[src/rtl/ddr_wr_arbiter.sv]
// Round-robin arbiter sharing one AXI4 write port between NUM_REQ packet writers; B responses are routed back by ID.
// Optional DDR_REGION_EN: the top address bits carry the grant index so each requester gets a private DDR partition.
module ddr_wr_arbiter #(
  parameter int NUM_REQ    = 2,
  parameter int ADDR_WIDTH = 31,
  parameter int DATA_WIDTH = 512,
  parameter int ID_WIDTH   = 4
) (
  input  logic                                             clk,
  input  logic                                             rst,
  input  logic [NUM_REQ*ADDR_WIDTH-1:0]                    s_awaddr,
  input  logic [NUM_REQ*8-1:0]                             s_awlen,
  input  logic [NUM_REQ-1:0]                               s_awvalid,
  output logic [NUM_REQ-1:0]                               s_awready,
  input  logic [NUM_REQ*DATA_WIDTH-1:0]                    s_wdata,
  input  logic [NUM_REQ-1:0]                               s_wlast,
  input  logic [NUM_REQ-1:0]                               s_wvalid,
  output logic [NUM_REQ-1:0]                               s_wready,
  output logic [NUM_REQ-1:0]                               s_bvalid,
  input  logic [NUM_REQ-1:0]                               s_bready,
  output logic [ID_WIDTH-1:0]                              m_awid,
  output logic [ADDR_WIDTH-1:0]                            m_awaddr,
  output logic [7:0]                                       m_awlen,
  output logic [2:0]                                       m_awsize,
  output logic [1:0]                                       m_awburst,
  output logic                                             m_awvalid,
  input  logic                                             m_awready,
  output logic [DATA_WIDTH-1:0]                            m_wdata,
  output logic [DATA_WIDTH/8-1:0]                          m_wstrb,
  output logic                                             m_wlast,
  output logic                                             m_wvalid,
  input  logic                                             m_wready,
  input  logic [ID_WIDTH-1:0]                              m_bid,
  input  logic                                             m_bvalid,
  output logic                                             m_bready,
  output logic [((NUM_REQ > 1) ? $clog2(NUM_REQ) : 1)-1:0] grant_idx,
  output logic                                             len_err,
  output logic [31:0]                                      burst_cnt
);

  localparam int GW = (NUM_REQ > 1) ? $clog2(NUM_REQ) : 1;

  typedef enum logic [1:0] {IDLE, ADDR, DATA} state_t;

  state_t                  state, state_nx;
  logic [GW-1:0]           rr_ptr;
  logic [GW-1:0]           scan_idx;
  logic                    scan_hit;
  logic [7:0]              len_q;
  logic [7:0]              beat_cnt;
  logic [ADDR_WIDTH-1:0]   sel_addr;
  logic [7:0]              sel_len;
  logic                    sel_awvalid;
  logic [DATA_WIDTH-1:0]   sel_wdata;
  logic                    sel_wlast;
  logic                    sel_wvalid;
  logic                    aw_hs;
  logic                    w_hs;
  logic [GW-1:0]           rr_next;

  // Slice mux for the granted requester.
  always_comb begin
    sel_addr    = '0;
    sel_len     = '0;
    sel_awvalid = 1'b0;
    sel_wdata   = '0;
    sel_wlast   = 1'b0;
    sel_wvalid  = 1'b0;
    for (int i = 0; i < NUM_REQ; i++) begin
      if (grant_idx == GW'(i)) begin
        sel_addr    = s_awaddr[i*ADDR_WIDTH +: ADDR_WIDTH];
        sel_len     = s_awlen[i*8 +: 8];
        sel_awvalid = s_awvalid[i];
        sel_wdata   = s_wdata[i*DATA_WIDTH +: DATA_WIDTH];
        sel_wlast   = s_wlast[i];
        sel_wvalid  = s_wvalid[i];
      end
    end
  end

  // Pick the requester with the smallest rotational distance from rr_ptr.
  always_comb begin
    int best;
    int d;
    scan_hit = 1'b0;
    scan_idx = '0;
    best     = NUM_REQ;
    d        = 0;
    for (int i = 0; i < NUM_REQ; i++) begin
      if (s_awvalid[i]) begin
        d = (i >= int'(rr_ptr)) ? (i - int'(rr_ptr)) : (i + NUM_REQ - int'(rr_ptr));
        if (d < best) begin
          best     = d;
          scan_hit = 1'b1;
          scan_idx = GW'(i);
        end
      end
    end
  end

  always_ff @(posedge clk) begin
    if (rst) state <= IDLE;
    else     state <= state_nx;
  end

  always_comb begin
    state_nx  = state;
    s_awready = '0;
    s_wready  = '0;
    m_awvalid = 1'b0;
    m_wvalid  = 1'b0;
    m_wlast   = 1'b0;
    case (state)
      IDLE: begin
        if (scan_hit) state_nx = ADDR;
      end
      ADDR: begin
        m_awvalid = sel_awvalid;
        for (int i = 0; i < NUM_REQ; i++)
          s_awready[i] = m_awready && (grant_idx == GW'(i));
        if (sel_awvalid && m_awready) state_nx = DATA;
      end
      DATA: begin
        m_wvalid = sel_wvalid;
        m_wlast  = sel_wlast;
        for (int i = 0; i < NUM_REQ; i++)
          s_wready[i] = m_wready && (grant_idx == GW'(i));
        if (sel_wvalid && m_wready && sel_wlast) state_nx = IDLE;
      end
      default: state_nx = IDLE;
    endcase
  end

  assign aw_hs   = (state == ADDR) && m_awvalid && m_awready;
  assign w_hs    = (state == DATA) && m_wvalid && m_wready;
  assign rr_next = (grant_idx == GW'(NUM_REQ - 1)) ? '0 : grant_idx + GW'(1);

  // beat_cnt holds the pre-increment index of the current beat, so a well-formed last beat sees beat_cnt == len_q.
  always_ff @(posedge clk) begin
    if (rst) begin
      rr_ptr    <= '0;
      grant_idx <= '0;
      len_q     <= '0;
      beat_cnt  <= '0;
      len_err   <= 1'b0;
      burst_cnt <= '0;
    end else begin
      if (state == IDLE && scan_hit) grant_idx <= scan_idx;
      if (aw_hs) begin
        len_q    <= sel_len;
        beat_cnt <= '0;
      end
      if (w_hs) begin
        beat_cnt <= beat_cnt + 8'd1;
        if (m_wlast) begin
          rr_ptr    <= rr_next;
          burst_cnt <= burst_cnt + 32'd1;
          if (beat_cnt != len_q) len_err <= 1'b1;
        end else if (beat_cnt == len_q) begin
          len_err <= 1'b1;
        end
      end
    end
  end

  assign m_awid    = ID_WIDTH'(grant_idx);
  assign m_awlen   = sel_len;
  assign m_awsize  = 3'($clog2(DATA_WIDTH/8));
  assign m_awburst = 2'b01;
  assign m_wdata   = sel_wdata;
  assign m_wstrb   = '1;

`ifdef DDR_REGION_EN
  assign m_awaddr = {grant_idx, sel_addr[ADDR_WIDTH-GW-1:0]};
`else
  assign m_awaddr = sel_addr;
`endif

  // B routing ignores the FSM; IDs outside the requester range are drained and dropped.
  always_comb begin
    s_bvalid = '0;
    m_bready = 1'b1;
    for (int i = 0; i < NUM_REQ; i++) begin
      if (m_bid == ID_WIDTH'(i)) begin
        s_bvalid[i] = m_bvalid;
        m_bready    = s_bready[i];
      end
    end
  end

endmodule

[config.mk]
export PLATFORM = sky130hd
export DESIGN_NAME = ddr_wr_arbiter
export DESIGN_NICKNAME = d
export VERILOG_FILES = /design/src/rtl/ddr_wr_arbiter.sv
export SDC_FILE = /design/constraint.sdc
export NUM_CORES = 1
export LEC_CHECK = 0
export BUFFER_PORTS_ARGS = -buffer_cell sky130_fd_sc_hd__buf_2
export CORE_AREA = 2 2 703 705
export CTS_CLUSTER_SIZE = 28
export DETAILED_ROUTE_END_ITERATION = 10
export DIE_AREA = 0 0 705 707
export PLACE_DENSITY_LB_ADDON = 0.12
export SLEW_MARGIN = 20
export SYNTH_ARGS = -nofsm -noshare
export SYNTH_HDL_FRONTEND = slang
export SYNTH_SLANG_ARGS = --single-unit
[constraint.sdc]
create_clock -name clk -period 2 [get_ports clk]
set_input_delay 0.3 -clock clk [delete_from_list [all_inputs] [get_ports clk]]
set_output_delay 0.3 -clock clk [all_outputs]
set_load 0.02 [all_outputs]
Word level (Yosys, flattened, before mapping)
Index checks and enable logic that the tools add are counted.
Word-level totals
  ROM bits: 0
  output and inout bits: 668
  memory bits (writable): 0
  bits in latches: 0
  bits of input ports: 1119
  flip-flop bits (word level): 53
  word-level logic and storage cells: 79
  memories kept: 0
Cells by class
  add/subtract/negate cells: 6
  $mul: 0
  shift-type cells: 0
  multiplexer cells: 34
  bitwise logic cells: 1
  magnitude comparators: 3
  div/mod/pow operators: 0
  reduce and logical (&&, ||, !) cells: 19
  equal/unequal tests: 9
Operators with widths (number)
  two-way mux 512 bit: 1
  two-way mux 32 bit: 3
  adder 32 x 1 -> 32 bit, second input constant: 1
  less-than comparator 2 x 32 -> 1 bit: 1
  less-than comparator 32 x 3 -> 1 bit, second input constant: 1
  two-way mux 31 bit: 1
  two-way mux 8 bit: 3
  two-way mux 1 bit: 20
  logical AND 1 bit: 12
  two-way mux 2 bit: 5
  adder 8 x 1 -> 8 bit, second input constant: 1
  equality test 8 bit: 1
  inequality test 8 bit: 1
  inequality test 2 bit, second input constant: 3
  case mux 2 bit (3 select lines): 1
  AND reduction 3 bit: 2
  equality test 4 x 1 -> 1 bit, second input constant: 1
  zero test 4 bit: 1
  nonzero test 2 bit: 2
  subtractor 1 x 1 -> 2 bit, first input constant: 2
  subtractor 2 x 1 -> 3 bit, first input constant: 1
  equality test 2 x 1 -> 1 bit, second input constant: 1
  equality test 2 bit, second input constant: 1
  zero test 2 bit: 1
  5 further kinds: 5

Logic depth before layout (Yosys ltp)
  depth after elaboration: 10
  mapped depth: 7
  gate-level depth less buffers: 5

Least setup slack after synthesis
No wires, ideal clock.
  path type: flip-flop to output port
  start point: reg grant_idx
  end point: out m_wdata[496]
  arrival time: 1811 ps
  cell stages (with the launch flop): 6
  buffers on the path: 4
  slack: -111 ps
  data required time: 1700 ps
  path through: dfxtp_1 -> buf_4 -> buf_2 -> buf_1 -> buf_2 -> mux2_2
Between the ends
  word-level cells in the longest chain between the ends: 1
Ends and longest elaborated chain
  start: declaration: line 36  | output logic [((NUM_REQ > 1) ? $clog2(NUM_REQ) : 1)-1:0] grant_idx,
  start signal: assignment: line 148  | if (state == IDLE && scan_hit) grant_idx <= scan_idx;
  two-way mux 512 bit: line 70  | if (grant_idx == GW'(i)) begin
  end: declaration: line 28  | output logic [DATA_WIDTH-1:0] m_wdata,
Every way passes these cells.

Worst setup path in the final report
  start point: reg grant_idx
  end point: out m_wdata[268]
The elaborated chain is that of the path after synthesis.

==> metrics.yaml <==
run_status:
  outcome: "complete, but fails checks"
  violations: "setup timing"
global_routing:
  grt_start_max_net_pins: 33
  grt_pass1_wl_mm: 416.9
  antenna_found_initial: 506
  track_usage_pct: 14.53
  grt_pass1_vias: 17708
  overflow: 0
synth:
  yosysWarnings: 0
  synth-compound-area-share_pct: 4.301
  ys_seq_elements: 53
  synth.distinct_cells: 41
  yosys.area_share.adder_pct: 0.2552
  synth-edff-count: 0
  synth_top_area_share_pct: 63.74
  synth-xor-area-share_pct: 1.072
  yosysSeqAreaShare_pct: 10.82
  async_reset_ff_share_pct: 0
  synth_area_mm2: 0.009804
  yosysTopAreaCell: "mux2_2"
  synth_area_leaders: "mux2_2 64%, dfxtp_1 11%, buf_4 5.7%"
  synth-simple-area-share_pct: 9.048
  synthFlopType: "dfxtp_1"
  syn-instance-count: 1015
  synth.avg_cell_area_um2: 9.660
  synth_top_family_by_area: "multiplexers"
  synth.area.mux_share_pct: 64.46
clock_tree:
  ctsHoldBuffers: 0
  numClockSinks: 53
  clk_pin_slew_ns: 0.08
  clock-root-buffer: "clkbuf_16"
  clkLatencyLatePin_ns: 0.32
  cts_max_path_buffers: 2
  cts_tree: "yes"
  htree_num_levels: 2
  cts_inserted_buffers: 5
job:
  max_cap_viol_count: 0
routing:
  vias: 19048
  drt_iter0_markers: 1101
  dr.pass1.iters: 6
  drc: 0
  drt_wl_total_mm: 380.8
  vias_per_cell: 2.016
  ant_nets: 0
  avgRoutedWirePerCell_um: 40.30
final_layout:
  nFillCells: 58290
  layout_commonest_cell: "buf_2"
  layout_common_cells: "1493 x buf_2, 353 x mux2_2, 204 x mux2_4, 134 x buf_6, 120 x buf_4"
  nNetsFinal: 3932
  area_delta_synth_final_pct: 216.1
  multi_input_area_mm2: 0.008805
  area.sequential_mm2: 0.001065
  drive_gt1_share_pct: 86.98
timing:
  drv_slew: 0
  finalCritPeriodShare_pct: 116.1
  finalWorstSetupSlack_ns: -0.3217
  rsz0062_at_grt: "true"
  fin_tns_setup_ns: -113.35
  setup_viol: 582
  worst_pin_slew_ns: 0.9599
  max_freq_mhz: 430.7
  period_minus_slack_ns: 2.322
  relSlewSlack_pct: 35.77
  hold_violations: 0
  skew_ns: 0.01010
placement:
  hpwl_mm: 363.2
  gp_congestion: 0.9987
  port_buffers: 1714
  post-place-ws_ns: -0.4041
floorplanning:
  die_w_um: 705
  die_h_um: 707
  initial_core_util_pct: 1.994
  design.core.area_mm2: 0.4916
  rows: 258
  dieArea_mm2: 0.4984
  io_pins: 1787
worst_setup_path:
  cp-start-kind: "flip-flop"
  cp_data_arrival_time_ns: 2.02
  cp.required_ns: 1.70
  endpoint_kind: "output pin"
  crit_type: "flip-flop to output pin"
  crit_path_max_fanout: 7
power:
  power_density_mw_per_mm2: 375.0
  p_leak_nw: 12.39
  ir_drop_mv: 0.2749
worst_hold_path:
  min_path_type: "input port to flip-flop"
==> path summary, 6_finish.rpt <==
kind / from / to / slack [ns] / cells after the start
worst max register to register: grant_idx / len_q[4] / -0.18 / 9
worst min-delay path: s_wlast[1] / rr_ptr / 0.35 / 4
worst max-delay path: grant_idx / m_wdata[268] / -0.32 / 6
worst min register to register: burst_cnt[15] / burst_cnt[15] / 0.51 / 2
==> metrics by stage <==
step                      util, %  cell area (um^2)  instances  total power, mW  hold WS [ns]
final                       6.304             30990       9449            11.62        0.3503
after global routing        6.277             30860       9395            12.20        0.3563
after CTS                   5.946             29230       9289            11.55        0.3230
after detailed placement    5.520             27140       9248            9.555        0.4880
after global placement      5.520             27140       9248            9.608        0.4942
after floorplan                 -             10070       1085            4.067        0.4654
==> worst max-delay path, stage by stage, from the launching register on <==
cell and delay [ns]:
dfxtp_4 0.42, buf_12 0.15, buf_12 0.17, clkbuf_16 0.20
clkbuf_16 0.18, mux2_4 0.37, buf_6 0.16
==> synthesized netlist by cell type, types with 11 or more instances <==
master,n
buf_2,58
mux2_2,555
nand2_1,12
nand4_1,12
nand3_1,11
buf_4,75
nor3_1,25
o31ai_1,20
a21oi_1,31
or4_1,20
dfxtp_1,53
clkbuf_1,18
nor2_1,28
==> what timing repair did <==
action                     4_1_cts  5_1_grt
setup endpoints to repair      566      599
cloned                          10        9
resized for setup              388      394
buffers inserted                23       18
==> routing by layer <==
metal | wire length (um) | global-route usage (%) | vias up
met4 | 11290 | 2.078 | 132
li1 | - | - | 7426
met1 | 132500 | 14.88 | 8753
met5 | 897 | 0 | -
met2 | 202300 | 28.30 | 1876
met3 | 33760 | 5.398 | 861
==> power by group <==
group	internal, mW	leakage [nW]	switching (mW)
sequential	1.07	0.429	0.0194
combinational	3.52	11.9	5.81
clock	0.676	0.0935	0.525
total	5.26	12.4	6.36
==> flip-flops by register name, indices dropped and copies added, names as in the netlist <==
signal	flops
len_err	1
burst_cnt	32
len_q	8
grant_idx	1
rr_ptr	1
beat_cnt	8
state	2
==> cells by family (layout without fill, tap and decap cells) <==
| kind of cell | after synthesis | count (layout) |
|---|---|---|
| simple gates | 152 | 152 |
| flops | 53 | 53 |
| compound gates | 69 | 69 |
| buf+inv | 164 | 1891 |
| other cells | 2 | 209 |
| fa+ha+maj | 2 | 2 |
| xor+xnor | 12 | 12 |
| mux | 561 | 561 |
==> cell type report <==
type / instances / share of cell area [%]
antenna: 137 / 1.106
sequential: 53 / 3.435
clock inverter: 2 / 0.1251
tap: 6500 / 26.24
clock buffer: 6 / 0.4844
multi-input combinational: 868 / 28.41
inverter: 8 / 0.09689
timing repair buffer: 1875 / 40.10
Power figures use the tool's default switching activity.
